## src/rtl/sound_reg_if.sv

```systemverilog
// rtl/sound_reg_if.sv - SN76477 CPU register interface with tick-aligned commit,
// one-shot trigger hold and volume scaling of the generator magnitude.
module sound_reg_if #(
  parameter int          TRIG_HOLD = 4,
  parameter logic [7:0]  RESET_C   = 8'h01
) (
  input  logic        clk,
  input  logic        reset,
  input  logic        ce_48k,
  input  logic        cpu_wr,
  input  logic        cpu_rd,
  input  logic [1:0]  cpu_addr,
  input  logic [7:0]  cpu_din,
  output logic [7:0]  cpu_dout,
  output logic [1:0]  attack_sel,
  output logic [1:0]  decay_sel,
  output logic [1:0]  slf_sel,
  output logic        vco_pitch,
  output logic        noise_pink,
  output logic [2:0]  mixer_ctl,
  output logic [1:0]  envsel,
  output logic        vco_sel,
  output logic        vco_ext,
  output logic        inhibit,
  input  logic [13:0] magnitude,
  output logic [15:0] audio_out
);

  typedef enum logic {IDLE, HOLD} state_t;

  localparam logic [3:0] HOLD_LOAD = 4'(TRIG_HOLD);

  state_t      state, state_nx;
  logic [3:0]  hold_ctr, hold_ctr_nx;
  logic [7:0]  sh_a, sh_b, com_a;
  logic [6:0]  com_b;
  logic        sh_inh, sh_vol, com_inh, com_vol;
  logic        pending, trig_req;
  logic        wr_reg;
  logic [7:0]  rd_data;

  assign wr_reg = cpu_wr && (cpu_addr != 2'd3);

  // Trigger requests are latched and acted on at the next tick, so a
  // retrigger during HOLD reloads the counter rather than stacking.
  always_comb begin
    state_nx    = state;
    hold_ctr_nx = hold_ctr;
    if (ce_48k) begin
      case (state)
        IDLE: if (trig_req) begin
          state_nx    = HOLD;
          hold_ctr_nx = HOLD_LOAD;
        end
        HOLD: begin
          if (trig_req) begin
            hold_ctr_nx = HOLD_LOAD;
          end else if (hold_ctr <= 4'd1) begin
            state_nx    = IDLE;
            hold_ctr_nx = 4'd0;
          end else begin
            hold_ctr_nx = hold_ctr - 4'd1;
          end
        end
        default: state_nx = IDLE;
      endcase
    end
  end

  always_ff @(posedge clk) begin
    if (reset) begin
      state    <= IDLE;
      hold_ctr <= 4'd0;
    end else begin
      state    <= state_nx;
      hold_ctr <= hold_ctr_nx;
    end
  end

  always_comb begin
    rd_data = 8'h00;
    case (cpu_addr)
      2'd0: rd_data = sh_a;
      2'd1: rd_data = sh_b;
      2'd2: rd_data = {5'b0, sh_vol, 1'b0, sh_inh};
      default: rd_data = {6'b0, state == HOLD, pending};
    endcase
  end

  always_ff @(posedge clk) begin
    if (reset) begin
      sh_a      <= 8'h00;
      sh_b      <= 8'h00;
      sh_inh    <= RESET_C[0];
      sh_vol    <= RESET_C[2];
      com_a     <= 8'h00;
      com_b     <= 7'h00;
      com_inh   <= RESET_C[0];
      com_vol   <= RESET_C[2];
      pending   <= 1'b0;
      trig_req  <= 1'b0;
      inhibit   <= 1'b1;
      audio_out <= 16'h0000;
      cpu_dout  <= 8'h00;
    end else begin
      // Commit uses the shadow values held before this cycle; a write in
      // the same cycle lands below and waits for the next tick.
      if (ce_48k) begin
        com_a     <= sh_a;
        com_b     <= sh_b[6:0];
        com_inh   <= sh_inh;
        com_vol   <= sh_vol;
        inhibit   <= (state_nx == HOLD) | sh_inh;
        audio_out <= com_vol ? {1'b0, magnitude, 1'b0} : {magnitude, 2'b00};
        pending   <= 1'b0;
        trig_req  <= 1'b0;
      end
      if (wr_reg) begin
        pending <= 1'b1;
        case (cpu_addr)
          2'd0: sh_a <= cpu_din;
          2'd1: sh_b <= cpu_din;
          default: begin
            sh_inh <= cpu_din[0];
            sh_vol <= cpu_din[2];
            if (cpu_din[1]) trig_req <= 1'b1;
          end
        endcase
      end
      if (cpu_rd) cpu_dout <= rd_data;
    end
  end

  assign attack_sel = com_a[1:0];
  assign decay_sel  = com_a[3:2];
  assign slf_sel    = com_a[5:4];
  assign vco_pitch  = com_a[6];
  assign noise_pink = com_a[7];
  assign mixer_ctl  = com_b[2:0];
  assign envsel     = com_b[4:3];
  assign vco_sel    = com_b[5];
  assign vco_ext    = com_b[6];

endmodule

```

## config.mk

```make
export PLATFORM = sky130hd
export DESIGN_NAME = sound_reg_if
export DESIGN_NICKNAME = d
export VERILOG_FILES = /design/src/rtl/sound_reg_if.sv
export SDC_FILE = /design/constraint.sdc
export NUM_CORES = 1
export LEC_CHECK = 0
export BUFFER_PORTS_ARGS = -buffer_cell sky130_fd_sc_hd__buf_2
export CAP_MARGIN = 5
export CORE_ASPECT_RATIO = 1.75
export CORE_MARGIN = 2
export CORE_UTILIZATION = 45
export CTS_CLUSTER_DIAMETER = 40
export DETAILED_ROUTE_END_ITERATION = 10
export HOLD_SLACK_MARGIN = 0.1
export MAX_ROUTING_LAYER = met4
export PLACE_DENSITY = 0.72
export RECOVER_POWER = 50
export SETUP_SLACK_MARGIN = 0.5
export SLEW_MARGIN = 10
export SYNTH_ARGS = -nofsm -noshare
export SYNTH_HDL_FRONTEND = slang
export SYNTH_SLANG_ARGS = --single-unit
```

## constraint.sdc

```tcl
create_clock -name clk -period 4.55 [get_ports clk]
set_clock_uncertainty 0.2 [all_clocks]
set_input_delay 0.91 -clock clk [delete_from_list [all_inputs] [get_ports clk]]
set_output_delay 0.91 -clock clk [all_outputs]
set_load 0.01 [all_outputs]
```

==> impl_metrics.csv, run 1 <==
group,metric,value,unit
critical_path,startpoint,"reset",
sta,max_freq,314,MHz
die,initial_core_util,46.5,%
global_routing,grt_pass1_vias,2175,
yosys,synth_area,2730,um2
pwr,power.switching,0.271,mW
yosys,synth_edf_count,0,
outcome,failed_checks,"capacitance limit, slew limit",
yosys,ys_types,39,
sta,final_hold_viol_count,0,
critical_path,cp_data_required_time,4.44,ns
clocking,cts_setup_buffers,0,
hold_path,whs_endpoint,"sh_b[7]",
detailed_routing,firstDrtPassIters,4,
clocking,clock_path_buffers,2,
die,rows,37,
place,io_buffers,67,
hold_path,hold_depth,2,
critical_path,cp_slowest_cell,"clkbuf_1",
die,num_io_pins,69,
critical_path,endpoint_kind,"flop",
yosys,ys_ff_latch,65,
critical_path,path_cells,"clkbuf_1 -> nor3_1",
global_routing,antenna_found_initial,0,
clocking,path_clk_slew,0.06,ns
pwr,power.density,358,nW/um2
critical_path,crit_cells,2,
clocking,h-tree-depth,3,
detailed_routing,wl,6070,um
pwr,pwr-share-clk,37.9,%
critical_path,reg2reg_to,"hold_ctr[3]",
layout,n_antenna_cell,0,
sta,rsz0062_at_grt,"false",
sta,report.final.setup_viol,0,
sta,tightestPinTransition,2.78,ns
detailed_routing,antenna_left,0,
yosys,yosysMostFrequentCell,"dfxtp_1",
pwr,static-leakage-power,1.23,nW
clocking,numCtsBuffers,9,
clocking,cts_sinks,65,
sta,min_period_over_period,70.0,%
yosys,yosysTopAreaCell,"dfxtp_1",
place,gp_congestion,0.819,
critical_path,max_stage_delay,1.92,ns
die,die_area,6740,um2
sta,hold_slack,0.260,ns
layout,area_growth,16.2,%
die,die_h,107,um
pwr,seqPwrFrac,53.0,%
pwr,ir_worst_vdd,255,uV
critical_path,reg2reg_from,"hold_ctr[0]",
global_routing,grt_max_degree,66,
critical_path,crit_fanout,65,
place,dpl.hpwl,4260,um
yosys,yosysWarningCount,0,
sta,tns,0,ns
layout,nets,373,
clocking,cts_hold_buf,0,
yosys,ys.flop_type,"dfxtp_1",
detailed_routing,drtIter0Drc,109,
critical_path,path_delay_family,"buffers and inverters",
job,maxCapViolations,1,
die,die_w,62.9,um
critical_path,r2r_setup_slack,2.62,ns
global_routing,grt_pass1_wl,9980,um
sta,slew_headroom,-85.6,%
sta,slew_viol_final,66,
layout,drive_above_1_share,15.7,%
hold_path,hold_start,"sh_b[7]",
pwr,intPower,0.864,mW
yosys,syn_inst,284,
die,core_area,5880,um2
critical_path,cp_num_buf_inv,1,
yosys,synth_fp_nets,315,
sta,timing.final.crit_period,3.18,ns
yosys,avgSynthCellArea,9.62,um2
critical_path,worstSetupPathType,"input pin to flop",
pwr,netSwitchingFraction,23.9,%
yosys,ys_seq_area_share,47.6,%
critical_path,arrival,3.07,ns
global_routing,gr-total-overflow,0,
clocking,post_cts_resized,0,
detailed_routing,vias,2230,
critical_path,cp-start-kind,"input pin",
clocking,cts_tree,"built",
critical_path,r2r_cells,6,
yosys,synth_common_cells,"65 x dfxtp_1, 51 x nor2_1, 44 x mux2i_1",
outcome,run_status,"finished with violations",
detailed_routing,drcViolationCount,0,
global_routing,grt_use_total,19.6,%
yosys,synthArstFlopShare,0,%
detailed_routing,wl_per_cell,14.4,um
clocking,clk_latency,0.33,ns
pwr,combPwrFrac,9.1,%
yosys,yosys.area.top_type_share,47.6,%
yosys,ys_top_cells_by_area,"dfxtp_1 48%, mux2i_1 16%, nor2_1 7.0%",
detailed_routing,via_per_inst,5.28,
clocking,cts_root_buf,"clkbuf_8",
hold_path,hp-class,"flop to flop",
==> power groups by stage <==
stage / combinational, mW / clock (mW) / sequential, mW
2_1_floorplan: 0.0672 / 0 / 0.616
3_3_place_gp: 0.105 / 0 / 0.614
3_5_place_dp: 0.106 / 0 / 0.614
4_1_cts: 0.107 / 0.445 / 0.602
5_1_grt: 0.114 / 0.466 / 0.604
6_report: 0.103 / 0.430 / 0.602
==> metrics by stage <==
step | utilization [%] | std cells | worst slack, ns | power, mW | cell area, um2
global placement | 51.9 | 409 | 2.02 | 0.718 | 3050
detailed placement | 51.9 | 409 | 1.97 | 0.720 | 3050
floorplan | - | 284 | 2.48 | 0.683 | 2730
finish | 54.0 | 422 | 1.37 | 1.14 | 3170
global route | 54.0 | 422 | 1.14 | 1.18 | 3170
CTS | 54.8 | 422 | 2.32 | 1.15 | 3220
==> per-layer routing <==
layer  GRT usage [%]  up-vias  wire, um
li1                -     1098         -
met2            33.7       64      3170
met5               -        -         0
met4            11.7        0       163
met3            5.14       13       285
met1            19.9     1055      2460
==> sequential cells by signal, summed over array words and instances (netlist names), 4 cells and up <==
name       flops
sh_b           8
hold_ctr       4
com_a          8
com_b          7
sh_a           8
audio_out     15
cpu_dout       8
==> kinds of logic after synthesis <==
kind of cell | synth area share, %
other cells | 0.137
simple gates | 15.5
compound gates | 11.0
fa+ha+maj | 0.916
flops | 47.6
buf+inv | 5.77
mux | 19.0
==> worst max-delay path by stage <==
stage | end | slack, ns
finish | cpu_dout[2] | 1.37
global route | cpu_dout[2] | 1.14
CTS | sh_b[4] | 2.32
floorplan | cpu_dout[0] | 2.48
global placement | sh_b[6] | 2.02
detailed placement | sh_b[4] | 1.97
==> layout make-up <==
| class | instances | area (um2) |
|---|---|---|
| Fill cell | 594 | 2710 |
| Sequential cell | 65 | 1300 |
| Multi-Input combinational cell | 192 | 1270 |
| Timing Repair Buffer | 69 | 302 |
| Clock buffer | 13 | 169 |
| Tap cell | 78 | 97.6 |
| Inverter | 5 | 31.3 |
==> layout by cell type (no fill, tap or decap), types with 2 or more instances in the layout <==
cell type and n:
dfxtp_1 65, nor2_1 51, mux2i_1 44, clkbuf_1 40
buf_2 28, a21oi_1 18, nand2_1 17, a211oi_1 13
clkbuf_8 12, nand3_1 10, nor2b_1 7, mux2_2 5
inv_1 4, nand3b_1 2, o21ai_0 2, a22oi_1 2
ha_1 2, buf_4 2
Power figures use the tool's default switching activity.
==> run 2: changes to the inputs <==
==> constraint.sdc (replaced) <==
create_clock -name clk -period 3 [get_ports clk]
set_clock_uncertainty 0.2 [all_clocks]
set_input_delay 0.6 -clock clk [delete_from_list [all_inputs] [get_ports clk]]
set_output_delay 0.6 -clock clk [all_outputs]
set_load 0.01 [all_outputs]
==> run 2 against run 1 <==
  * The flow now finishes without violations
  * Clock-buffer cell count decreased by 4
  * Global-route usage increased by 0.13 points
  * Clock power increased by 81%
  * Via count increased by 0.22%
  * Sequential share of layout area decreased by 1.3 points
  * Power increased by 63%
  * Cell count increased by 1.7%
  * Critical path type unchanged
==> impl_metrics.csv, run 2 (same netlist as run 1, synthesis figures left out) <==
group,metric,value,unit
detailed_routing,antenna_left,0,
global_routing,grt_max_degree,32,
clocking,cts_setup_buffers,0,
place,dp.cells,414,
critical_path,cp_data_required_time,3.02,ns
critical_path,startpoint,"reset",
layout,n_antenna_cell,0,
critical_path,r2r_setup_slack,1.12,ns
critical_path,cp_slowest_cell,"clkbuf_1",
die,initial_core_util,46.5,%
pwr,pwr-share-clk,42.0,%
detailed_routing,vias,2235,
clocking,clock_path_buffers,2,
global_routing,grt_use_total,19.8,%
critical_path,path_cells,"clkbuf_1 -> buf_4 -> nor2_1",
sta,tns,0,ns
critical_path,r2r_cells,6,
detailed_routing,wl_per_cell,14.1,um
layout,nets,378,
pwr,power.switching,0.433,mW
die,die_w,62.9,um
layout,final_cell_mix,"65 x dfxtp_1, 51 x nor2_1, 48 x buf_2",
clocking,cts_sinks,65,
sta,min_period_over_period,69.2,%
pwr,static-leakage-power,1.36,nW
critical_path,crit_end,"sh_a[4]",
pwr,power.density,566,nW/um2
pwr,netSwitchingFraction,23.4,%
global_routing,antenna_found_initial,0,
critical_path,endpoint_kind,"flop",
layout,area_growth,19.9,%
sta,slew_viol_final,0,
clocking,cts_tree,"built",
die,num_io_pins,69,
hold_path,hold_start,"sh_b[7]",
sta,tightestPinTransition,1.39,ns
sta,report.final.setup_viol,0,
pwr,combPwrFrac,8.8,%
hold_path,hp-class,"flop to flop",
critical_path,arrival,2.10,ns
critical_path,crit_fanout,31,
layout,instances_no_fill,429,
critical_path,cp-start-kind,"input pin",
global_routing,grt_pass1_vias,2176,
clocking,clk_latency,0.33,ns
critical_path,worstSetupPathType,"input pin to flop",
sta,rsz0062_at_grt,"false",
critical_path,cp_num_buf_inv,2,
clocking,h-tree-depth,3,
clocking,numCtsBuffers,9,
pwr,seqPwrFrac,49.2,%
layout,largest_register_ffs,15,
place,dpl.hpwl,4440,um
sta,timing.final.crit_period,2.08,ns
critical_path,crit_cells,3,
die,die_h,107,um
die,die_area,6740,um2
layout,regMostFlops,"audio_out",
layout,final_common_cell,"dfxtp_1",
die,core_area,5880,um2
critical_path,path_delay_family,"buffers and inverters",
critical_path,reg2reg_from,"hold_ctr[0]",
pwr,intPower,1.42,mW
detailed_routing,wl,6030,um
global_routing,grt_pass1_wl,10100,um
detailed_routing,drtIter0Drc,53,
detailed_routing,drcViolationCount,0,
detailed_routing,firstDrtPassIters,4,
detailed_routing,via_per_inst,5.21,
sta,max_freq,482,MHz
sta,slew_headroom,7.14,%
outcome,run_status,"finished clean",
critical_path,reg2reg_to,"hold_ctr[3]",
critical_path,max_stage_delay,0.99,ns
die,rows,37,
clocking,post_cts_resized,0,
place,gp_congestion,0.778,
place,io_buffers,67,
pwr,ir_worst_vdd,367,uV
clocking,cts_hold_buf,0,
clocking,cts_root_buf,"clkbuf_8",
job,maxCapViolations,0,
clocking,path_clk_slew,0.07,ns
layout,drive_above_1_share,23.4,%
global_routing,gr-total-overflow,0,
sta,final_hold_viol_count,0,
==> run 2: worst min-delay path by stage <==
stage | endpoint | slack [ns] | cells past startpoint
after floorplan | sh_b[7] | 0.23 | 2
after global placement | sh_b[7] | 0.24 | 2
after detailed placement | sh_b[7] | 0.25 | 2
after CTS | sh_b[7] | 0.26 | 2
after global routing | audio_out[15] | 0.29 | 2
final | sh_b[7] | 0.26 | 2
==> run 2: cell type report <==
type	count	area (um2)
clock inverter	6	83.8
tap	78	97.6
sequential	65	1300
timing repair buffer	74	364
clock buffer	9	124
multi-input combinational	192	1270
inverter	5	31.3
fill	578	2600
==> run 2: worst register-to-register path, stage by stage (launching register included) <==
cell	delay (ns)
dfxtp_1	0.41
inv_1	0.06
ha_1	0.22
or2_4	0.27
a2111oi_4	0.40
o21ai_1	0.13
a21oi_2	0.12
==> run 2: stage by stage <==
stage	hold WS [ns]	total power, mW	util, %	setup slack, ns	area, um2
2_1_floorplan	0.231	1.04	-	1.23	2730
3_3_place_gp	0.240	1.09	52.6	1.05	3090
3_5_place_dp	0.248	1.10	52.6	1.03	3090
4_1_cts	0.257	1.87	56.1	1.09	3300
5_1_grt	0.292	1.94	55.7	0.770	3280
6_report	0.257	1.85	55.7	0.925	3280
==> run 2: power by group through the flow <==
stage	logic, mW	registers [mW]	clock network, mW
finish	0.163	0.912	0.780
global route	0.181	0.915	0.841
CTS	0.167	0.911	0.795
detailed placement	0.167	0.931	0
global placement	0.165	0.930	0
floorplan	0.102	0.934	0
==> run 2: metal layers <==
metal | track usage [%] | up-vias | wire length, um
met3 | 3.25 | 14 | 238
li1 | - | 1110 | -
met4 | 12.2 | 0 | 163
met5 | - | - | 0
met1 | 20.3 | 1048 | 2390
met2 | 34.8 | 63 | 3250
